<file path="src/rtl/dmem_pkg.sv">
// rtl/dmem_pkg.sv - shared encodings and alignment check for the data-memory master
package dmem_pkg;

   localparam logic [1:0] SZ_BYTE = 2'b00;
   localparam logic [1:0] SZ_HALF = 2'b01;
   localparam logic [1:0] SZ_WORD = 2'b10;

   localparam logic [2:0] ST_IDLE  = 3'd0;
   localparam logic [2:0] ST_READ  = 3'd1;
   localparam logic [2:0] ST_WRITE = 3'd2;
   localparam logic [2:0] ST_RESP  = 3'd3;
   localparam logic [2:0] ST_ERR   = 3'd4;

   // Size 11 is reported through the same error path as a misaligned access.
   function automatic logic misaligned(input logic [1:0] size, input logic [1:0] lane);
      logic bad;
      case (size)
         SZ_BYTE: bad = 1'b0;
         SZ_HALF: bad = lane[0];
         SZ_WORD: bad = (lane != 2'b00);
         default: bad = 1'b1;
      endcase
      return bad;
   endfunction

endpackage

</file>
<file path="src/rtl/dmem_lane_unit.sv">
// rtl/dmem_lane_unit.sv - little-endian lane extract/extend for loads and lane merge for stores
module dmem_lane_unit
   import dmem_pkg::*;
#(
   parameter int WordSize = 32
) (
   input  logic [WordSize-1:0] word,
   input  logic [1:0]          size,
   input  logic [1:0]          lane,
   input  logic                sgn,
   input  logic [WordSize-1:0] wdata,
   output logic [WordSize-1:0] load_data,
   output logic [WordSize-1:0] merged
);

   logic [7:0]  byte_sel;
   logic [15:0] half_sel;

   assign byte_sel = word[{lane, 3'b000} +: 8];
   assign half_sel = word[{lane[1], 4'b0000} +: 16];

   always_comb begin
      load_data = word;
      merged    = wdata;
      case (size)
         SZ_BYTE: begin
            load_data = {{(WordSize-8){sgn & byte_sel[7]}}, byte_sel};
            merged    = word;
            merged[{lane, 3'b000} +: 8] = wdata[7:0];
         end
         SZ_HALF: begin
            load_data = {{(WordSize-16){sgn & half_sel[15]}}, half_sel};
            merged    = word;
            merged[{lane[1], 4'b0000} +: 16] = wdata[15:0];
         end
         default: ;
      endcase
   end

endmodule

</file>
<file path="src/rtl/dmem_master.sv">
// rtl/dmem_master.sv - load/store sequencer for the async-read / negedge-write data memory
module dmem_master
   import dmem_pkg::*;
#(
   parameter int WordSize = 32,
   parameter int RdWait   = 2,
   parameter int WrWait   = 1
) (
   input  logic                CLK,
   input  logic                RST_N,
   input  logic                req_valid,
   output logic                req_ready,
   input  logic                req_wr,
   input  logic [1:0]          req_size,
   input  logic                req_signed,
   input  logic [WordSize-1:0] req_addr,
   input  logic [WordSize-1:0] req_wdata,
   output logic                rsp_valid,
   output logic [WordSize-1:0] rsp_rdata,
   output logic                rsp_err,
   output logic [WordSize-1:0] Mem_Addr,
   output logic                Mem_rd,
   output logic                Mem_wr,
   output logic [WordSize-1:0] Mem_DIN,
   input  logic [WordSize-1:0] Mem_DOUT
);

   localparam int MaxWait = (RdWait > WrWait) ? RdWait : WrWait;
   localparam int CntW    = (MaxWait > 1) ? $clog2(MaxWait + 1) : 1;
   localparam logic [CntW-1:0] RdLast = CntW'(RdWait - 1);
   localparam logic [CntW-1:0] WrLast = CntW'(WrWait - 1);

   logic [2:0]          state;
   logic [CntW-1:0]     cnt;
   logic                l_wr;
   logic [1:0]          l_size;
   logic                l_signed;
   logic [1:0]          l_lane;
   logic [WordSize-1:0] l_wdata;
   logic [WordSize-1:0] load_data;
   logic [WordSize-1:0] merged;

   assign req_ready = (state == ST_IDLE);

   // Mem_DOUT feeds the lane unit directly; it is only captured on the last READ edge.
   dmem_lane_unit #(.WordSize(WordSize)) u_lane (
      .word      (Mem_DOUT),
      .size      (l_size),
      .lane      (l_lane),
      .sgn       (l_signed),
      .wdata     (l_wdata),
      .load_data (load_data),
      .merged    (merged)
   );

   always_ff @(posedge CLK or negedge RST_N) begin
      if (!RST_N) begin
         state     <= ST_IDLE;
         cnt       <= '0;
         l_wr      <= 1'b0;
         l_size    <= SZ_BYTE;
         l_signed  <= 1'b0;
         l_lane    <= 2'b00;
         l_wdata   <= '0;
         Mem_Addr  <= '0;
         Mem_DIN   <= '0;
         Mem_rd    <= 1'b0;
         Mem_wr    <= 1'b0;
         rsp_valid <= 1'b0;
         rsp_err   <= 1'b0;
         rsp_rdata <= '0;
      end else begin
         rsp_valid <= 1'b0;
         rsp_err   <= 1'b0;
         case (state)
            ST_IDLE: begin
               if (req_valid) begin
                  l_wr     <= req_wr;
                  l_size   <= req_size;
                  l_signed <= req_signed;
                  l_lane   <= req_addr[1:0];
                  l_wdata  <= req_wdata;
                  if (misaligned(req_size, req_addr[1:0])) begin
                     state     <= ST_ERR;
                     rsp_valid <= 1'b1;
                     rsp_err   <= 1'b1;
                     rsp_rdata <= '0;
                  end else begin
                     Mem_Addr <= {req_addr[WordSize-1:2], 2'b00};
                     if (req_wr && req_size == SZ_WORD) begin
                        state   <= ST_WRITE;
                        Mem_wr  <= 1'b1;
                        Mem_DIN <= req_wdata;
                        cnt     <= WrLast;
                     end else begin
                        // Loads and sub-word stores both start by reading the word.
                        state  <= ST_READ;
                        Mem_rd <= 1'b1;
                        cnt    <= RdLast;
                     end
                  end
               end
            end
            ST_READ: begin
               if (cnt == '0) begin
                  Mem_rd <= 1'b0;
                  if (l_wr) begin
                     state   <= ST_WRITE;
                     Mem_wr  <= 1'b1;
                     Mem_DIN <= merged;
                     cnt     <= WrLast;
                  end else begin
                     state     <= ST_RESP;
                     rsp_valid <= 1'b1;
                     rsp_rdata <= load_data;
                  end
               end else begin
                  cnt <= cnt - 1'b1;
               end
            end
            ST_WRITE: begin
               if (cnt == '0) begin
                  Mem_wr    <= 1'b0;
                  state     <= ST_RESP;
                  rsp_valid <= 1'b1;
                  rsp_rdata <= '0;
               end else begin
                  cnt <= cnt - 1'b1;
               end
            end
            ST_RESP, ST_ERR: begin
               state     <= ST_IDLE;
               rsp_rdata <= '0;
            end
            default: state <= ST_IDLE;
         endcase
      end
   end

endmodule

</file>
<file path="config.mk">
export PLATFORM = sky130hd
export DESIGN_NAME = dmem_master
export DESIGN_NICKNAME = d
export VERILOG_FILES = /design/src/rtl/dmem_pkg.sv /design/src/rtl/dmem_lane_unit.sv /design/src/rtl/dmem_master.sv
export SDC_FILE = /design/constraint.sdc
export NUM_CORES = 1
export LEC_CHECK = 0
export ABC_CLOCK_PERIOD_IN_PS = 3010
export BUFFER_PORTS_ARGS = -buffer_cell sky130_fd_sc_hd__buf_2
export CORE_MARGIN = 4
export CORE_UTILIZATION = 54
export DETAILED_ROUTE_END_ITERATION = 7
export GPL_ROUTABILITY_DRIVEN = 0
export GPL_TIMING_DRIVEN = 0
export PLACE_DENSITY_LB_ADDON = 0.12
export SYNTH_ARGS = -nofsm -noshare
export SYNTH_HDL_FRONTEND = slang
export SYNTH_SLANG_ARGS = --single-unit
</file>
<file path="constraint.sdc">
create_clock -name CLK -period 3.01 [get_ports CLK]
set_input_delay 0.1505 -clock CLK [delete_from_list [all_inputs] [get_ports CLK]]
set_output_delay 0.1505 -clock CLK [all_outputs]
set_load 0.03 [all_outputs]
</file>
Word level (Yosys, flattened, before mapping)

Cells that the tools add are included.

Output and inout bits: 101
Input port bits: 103
Register bits: 141

Reductions and logical operators: 18
Multiplexer cells: 51
Bitwise operators: 3
$add $sub $neg: 3
Equal/unequal tests: 18
Shift-type cells: 6

Operator list:

| kind                      | count |
|---|---|
| $mux W32                  | 10 |
| $pmux W32 S2              | 3 |
| $pmux W32 S4              | 1 |
| $bwmux W32                | 2 |
| $shift A16 B7 Y32 const A | 1 |
| $shift A8 B7 Y32 const A  | 1 |
| $shiftx A16 B7 Y32        | 1 |
| $shiftx A32 B6 Y16        | 1 |
| $shiftx A32 B6 Y8         | 1 |
| $shiftx A8 B7 Y32         | 1 |
| $mux W1                   | 19 |
| $ne A2 B2 Y1 const B      | 8 |
| $neg A5 Y7                | 2 |
| $mux W2                   | 6 |
| $mux W3                   | 4 |
| $reduce_and A6 Y1         | 2 |
| $reduce_and A5 Y1         | 2 |
| $pmux W1 S3               | 3 |
| $pmux W3 S3               | 1 |
| $reduce_and A7 Y1         | 1 |
| $eq A3 B2 Y1 const B      | 2 |
| $logic_not A2 Y1          | 3 |
| $pmux W2 S3               | 1 |
| $reduce_and A3 Y1         | 2 |
| other kinds (17)          | 21 |

Logic depth before layout (Yosys ltp)

Depth in word-level cells: 7
Depth in mapped cells: 9

By module

Synthesis repeated with hierarchy kept, for this count alone.

Cells, all modules: 845
Area total of the unflattened synthesis: 7,641.1 µm²

Modules (own cells, without submodules):

| module         | cells each | area each (µm²) | times used | seq. area each (µm²) |
|---|---|---|---|---|
| dmem_master    | 570        | 5,929.4         | 1          | 3,528.4 |
| dmem_lane_unit | 275        | 1,711.6         | 1          | 0.0 |

Worst setup path after synthesis

Ideal clock, no wire load.

Path type: register -> register
Start: reg l_lane[1]
End: reg Mem_DIN[30]
Required time: 2,915 ps
Cell stages (with the launch flop): 9
Library setup time: 95 ps
Arrival: 2,084 ps
Path slack: 830 ps
Buffers on the path: 3
Cells stage by stage: dfrtp_1 buf_2 inv_1 buf_1 ha_1 and4b_1 buf_1 a211oi_1 o31ai_1

Cells in the longest elaborated chain, start to end: 7
Elaborated cells between the ends (all ways): 12
Those cells by class: 2 x add/sub; 4 x shift; 6 x mux

RTL lines:

| element                                    | line                                       | source |
|---|---|---|
| from (decl)                                | dmem_master.sv:38                          | `logic [1:0] l_lane;` |
| from (signal assigned)                     | dmem_master.sv:81                          | `l_lane <= req_addr[1:0];` |
| $neg A5 Y7, on equally long branches       | dmem_lane_unit.sv:34, dmem_lane_unit.sv:29 |  |
| $shiftx A16 B7 Y32 (tied with other cells) | dmem_lane_unit.sv:34                       | `merged[{lane[1], 4'b0000} +: 16] = wdata[15:0];` |
| $bwmux W32, on equally long branches       | dmem_lane_unit.sv:34, dmem_lane_unit.sv:29 |  |
| $pmux W32 S2 *                             | dmem_lane_unit.sv:25                       | `case (size)` |
| $mux W32 *                                 | dmem_master.sv:107                         | `if (l_wr) begin` |
| $mux W32 *                                 | dmem_master.sv:105                         | `if (cnt == '0) begin` |
| $pmux W32 S2 *                             | dmem_master.sv:75                          | `case (state)` |
| to (signal assigned)                       | dmem_master.sv:93                          | `Mem_DIN <= req_wdata;` |
| to (signal assigned)                       | dmem_master.sv:110                         | `Mem_DIN <= merged;` |
| to (decl)                                  | dmem_master.sv:24                          | `output logic [WordSize-1:0] Mem_DIN,` |

Mark *: on every way between the ends. The rest lies on a longest branch, timed or not. The select of a mux whose other input is x is not followed.
A chain may end at the register's enable or synchronous reset.

Worst setup path in the final report

Start: reg l_lane[1]
End: reg Mem_DIN[26]

Same word-level chain as after synthesis.

==> flow_results.org <==
** Timing
- Achievable frequency :: 367.6 MHz
- The number of hold-slack violations in the final timing report came to 0.
- Worst Clk Skew :: 0.01173 ns
- Worst relative slew slack :: 34.54%
- The final number of max-transition violations is 0.
- Hold Slack :: 0.05545 ns
- Actual transition at the worst max-transition pin :: 0.9744 ns
- Setup violations remaining at the end of the flow were counted as 0.
- RSZ-0062 raised after global routing :: false
- The worst path uses 90.38% of the clock period.
- Subtracting the final worst setup slack from the clock period gives 2.720 ns.

** Critical path
- The worst register-to-register path ends at Mem_DIN[26].
- In this run the critical register-to-register path is launched from l_lane[1].
- Critical path type :: flop to flop
- Critical path data arrival time :: 3.06 ns
- Nature of the critical path startpoint :: flop
- Cells on worst reg2reg path :: 8
- Type of element capturing the critical path :: flop
- Of all nets on the critical path, the largest fanout is 12.
- STA puts the critical path data required time at 3.35 ns.
- The setup check on the worst reg-to-reg path leaves a slack of 0.29 ns.

** Synth
- After synthesis, the share of flip-flops with an asynchronous set or reset is 100.0%.
- Yosys top cell area share :: 43.45%
- In this run, synthesis produced a sequential element count of 141.
- Post-synthesis instance area :: 0.008120 mm^2
- Each instance of the synthesized netlist takes up on average 10.86 um^2.
- Yosys printed 0 warnings.
- Library cells used by synthesis :: 69
- Post-synthesis cell type with the largest combined area :: sky130_fd_sc_hd__dfrtp_1
- Synthesized netlist cell count :: 748
- Number of synthesized flops with an enable pin :: 0
- The share of the Yosys chip area taken by registers is 43.45%.
- Sorting the synthesized cells by area gives the leading types as sky130_fd_sc_hd__dfrtp_1, sky130_fd_sc_hd__mux2_2, sky130_fd_sc_hd__a22o_1.
- Top_reg_cell synth :: sky130_fd_sc_hd__dfrtp_1

** Finish
- In the layout the commonest cells are sky130_fd_sc_hd__buf_2, sky130_fd_sc_hd__dfrtp_1, sky130_fd_sc_hd__mux2_2, sky130_fd_sc_hd__dlygate4sd3_1, sky130_fd_sc_hd__nor2_1.
- Number of standard cells in the layout, taps in and fillers out :: 1232
- Compared with the post-synthesis result, the final layout area differs by 30.88%.
- Post-layout net count :: 1145
- Area of all placed cells without fillers :: 0.01063 mm^2
- Of the cells placed in the final design, the portion with a size suffix greater than 1 is 36.87%.
- The library cell used most frequently in the layout, excluding fill and tap cells, is sky130_fd_sc_hd__buf_2.

** CTS
- Clock-pin slew of the registers on the worst-case setup and hold paths :: 0.06 ns
- Number of buffers created by CTS :: 17
- After clock tree synthesis, the setup repair step added 0 buffers.
- The H-tree generated during clock tree synthesis spans 4 levels.
- In this run the clock root is driven by a sky130_fd_sc_hd__clkbuf_16.
- Clock latency of the later-clocked register in the worst-skew pair :: 0.44 ns
- CTS tree :: yes
- Counting along the longest clock path gives a buffer depth of 2.
- TritonCTS sink count :: 141

** Floorplanning
- Width of the die :: 130.6 um
- I/O pins :: 204
- Placeable core area :: 0.01464 mm^2
- The die is 130.6 um tall.
- Die outline area :: 0.01706 mm^2
- The initialized floorplan defines 44 standard-cell rows.
- The initial utilization of the core area, before any placement, comes to 55.45%.

** GRT
- Global routing finished with a remaining overflow of 0.
- Global routing used 32.39% of the available tracks across all layers.
- Via count of the first global-routing pass :: 7501
- The initial antenna violation count was 1.
- Entering global routing, the biggest net connects 75 pins.
- Wire length of the first global-routing pass :: 41.62 mm

** Hold path
- Endpoint with the worst hold slack :: l_wr
- The worst hold path begins at req_wr.
- Path type of the worst min-delay path :: input pin to flop
- Hold Path Cell Cnt :: 2

** Routing
- Number of detailed-routing iterations run before antenna repair :: 6
- Total vias in the final route :: 7405
- Number of nets still failing antenna checks after routing :: 0
- Dividing the detail-routed via count by the number of cells gives 6.011.
- In the routed design, unresolved DRC markers number 0.
- Dividing the detail-routed wire length by the instance count gives 22.09 um.
- Starting DRC count in detailed routing :: 615
- Routed wire length :: 27.22 mm

** Placed design
- Summing all placed instances gives a cell area of 0.009394 mm^2.
- Input and output buffers added on the ports amount to 201.
- Dpl cells :: 1135
- DPL Wire Length :: 19.08 mm

** Pwr
- For this design the ratio of total power to cell area is 1158 mW/mm^2.
- Post-route total power :: 0.01231 W
- Standby leakage power :: 4.961 nW
- Largest vdd supply drop :: 0.7833 mV

** Outcome
- Run status :: completed

** Run
- Number of max-cap violations :: 0
==> how the worst max path moves through the flow <==
stage	slack, ns	cells past startpoint	end	startpoint
detailed placement	0.33	8	Mem_DIN[25]	l_lane[1]
global placement	-0.21	1	Mem_Addr[30]	RST_N
finish	0.29	8	Mem_DIN[26]	l_lane[1]
global route	0.02	9	Mem_DIN[7]	l_lane[1]
floorplan	0.83	8	Mem_DIN[30]	l_lane[1]
CTS	0.32	8	Mem_DIN[25]	l_lane[1]
==> cells by family (layout without fill, tap and decap cells) <==
logic type,Yosys count,after routing,share of synthesized area [%]
AND/OR/NAND/NOR,173,173,11.85
buffers and inverters,87,385,5.362
multiplexers,104,104,15.21
other,1,3,0.04618
flip-flops,141,141,43.45
AO/OA/AOI/OAI,234,234,22.85
adder cells (fa/ha/maj),8,8,1.233
==> registers in the layout, indices dropped and copies added, names as in the netlist, 2 cells and up <==
signal     flops
l_size         2
rsp_rdata     32
state          3
l_wdata       32
Mem_DIN       32
l_lane         2
cnt            2
Mem_Addr      30
==> power breakdown <==
group	switching [W]	internal (W)	leakage, nW
logic	0.00437	0.00259	2.92
clock network	0.000924	0.00119	0.289
registers	0.000496	0.00273	1.75
total	0.00579	0.00652	4.96
==> per-stage QoR <==
step,worst slack [ns],setup TNS (ns),utilization [%]
floorplan,0.8304,0,-
finish,0.2896,0,72.57
global placement,-0.2068,-26.21,63.92
detailed placement,0.3310,0,64.15
CTS,0.3185,0,72.56
global route,0.01931,0,72.56
==> layer usage <==
metal / vias to the layer above / routed length (um) / global-route usage (%)
met1: 3608 / 10850 / 41.08
met2: 345 / 13320 / 54.31
li1: 3382 / - / -
met5: - / 13 / 0
met4: 2 / 1034 / 14.16
met3: 68 / 2001 / 6.057
==> cells in the mapped netlist (all sizes together), types with 20 or more instances <==
cell / instances
dfrtp: 141
mux2: 75
nor2: 60
buf: 51
o21ai: 48
a22o: 31
nor2b: 29
clkbuf: 24
nand2b: 24
o31ai: 24
mux2i: 21
nand2: 20
==> final cells by class <==
| cell class | count | area [um^2] |
|---|---|---|
| well taps | 184 | 230.2 |
| repair buffers | 266 | 1680 |
| diodes | 1 | 2.502 |
| clock buffers | 18 | 439.2 |
| inverters | 12 | 45.04 |
| flip-flops and latches | 141 | 3528 |
| multi-input cells | 521 | 4160 |
| plain buffers | 75 | 390.4 |
| clock inverters | 14 | 151.4 |
| fillers | 1138 | 4016 |
==> critical path, stage by stage (launching register included) <==
cell and delay (ns):
sky130_fd_sc_hd__dfrtp_1 0.41, sky130_fd_sc_hd__buf_2 0.17, sky130_fd_sc_hd__inv_1 0.14, sky130_fd_sc_hd__buf_1 0.47
sky130_fd_sc_hd__ha_1 0.38, sky130_fd_sc_hd__and4b_1 0.25, sky130_fd_sc_hd__buf_1 0.34, sky130_fd_sc_hd__a221oi_1 0.22
sky130_fd_sc_hd__o31ai_1 0.26
==> repair_timing <==
item	4_1_cts	5_1_grt
hold buffers	64	0
gates resized for setup	0	0
setup endpoints to repair	0	0
hold endpoints to repair	130	0
Power figures use the tool's default switching activity.
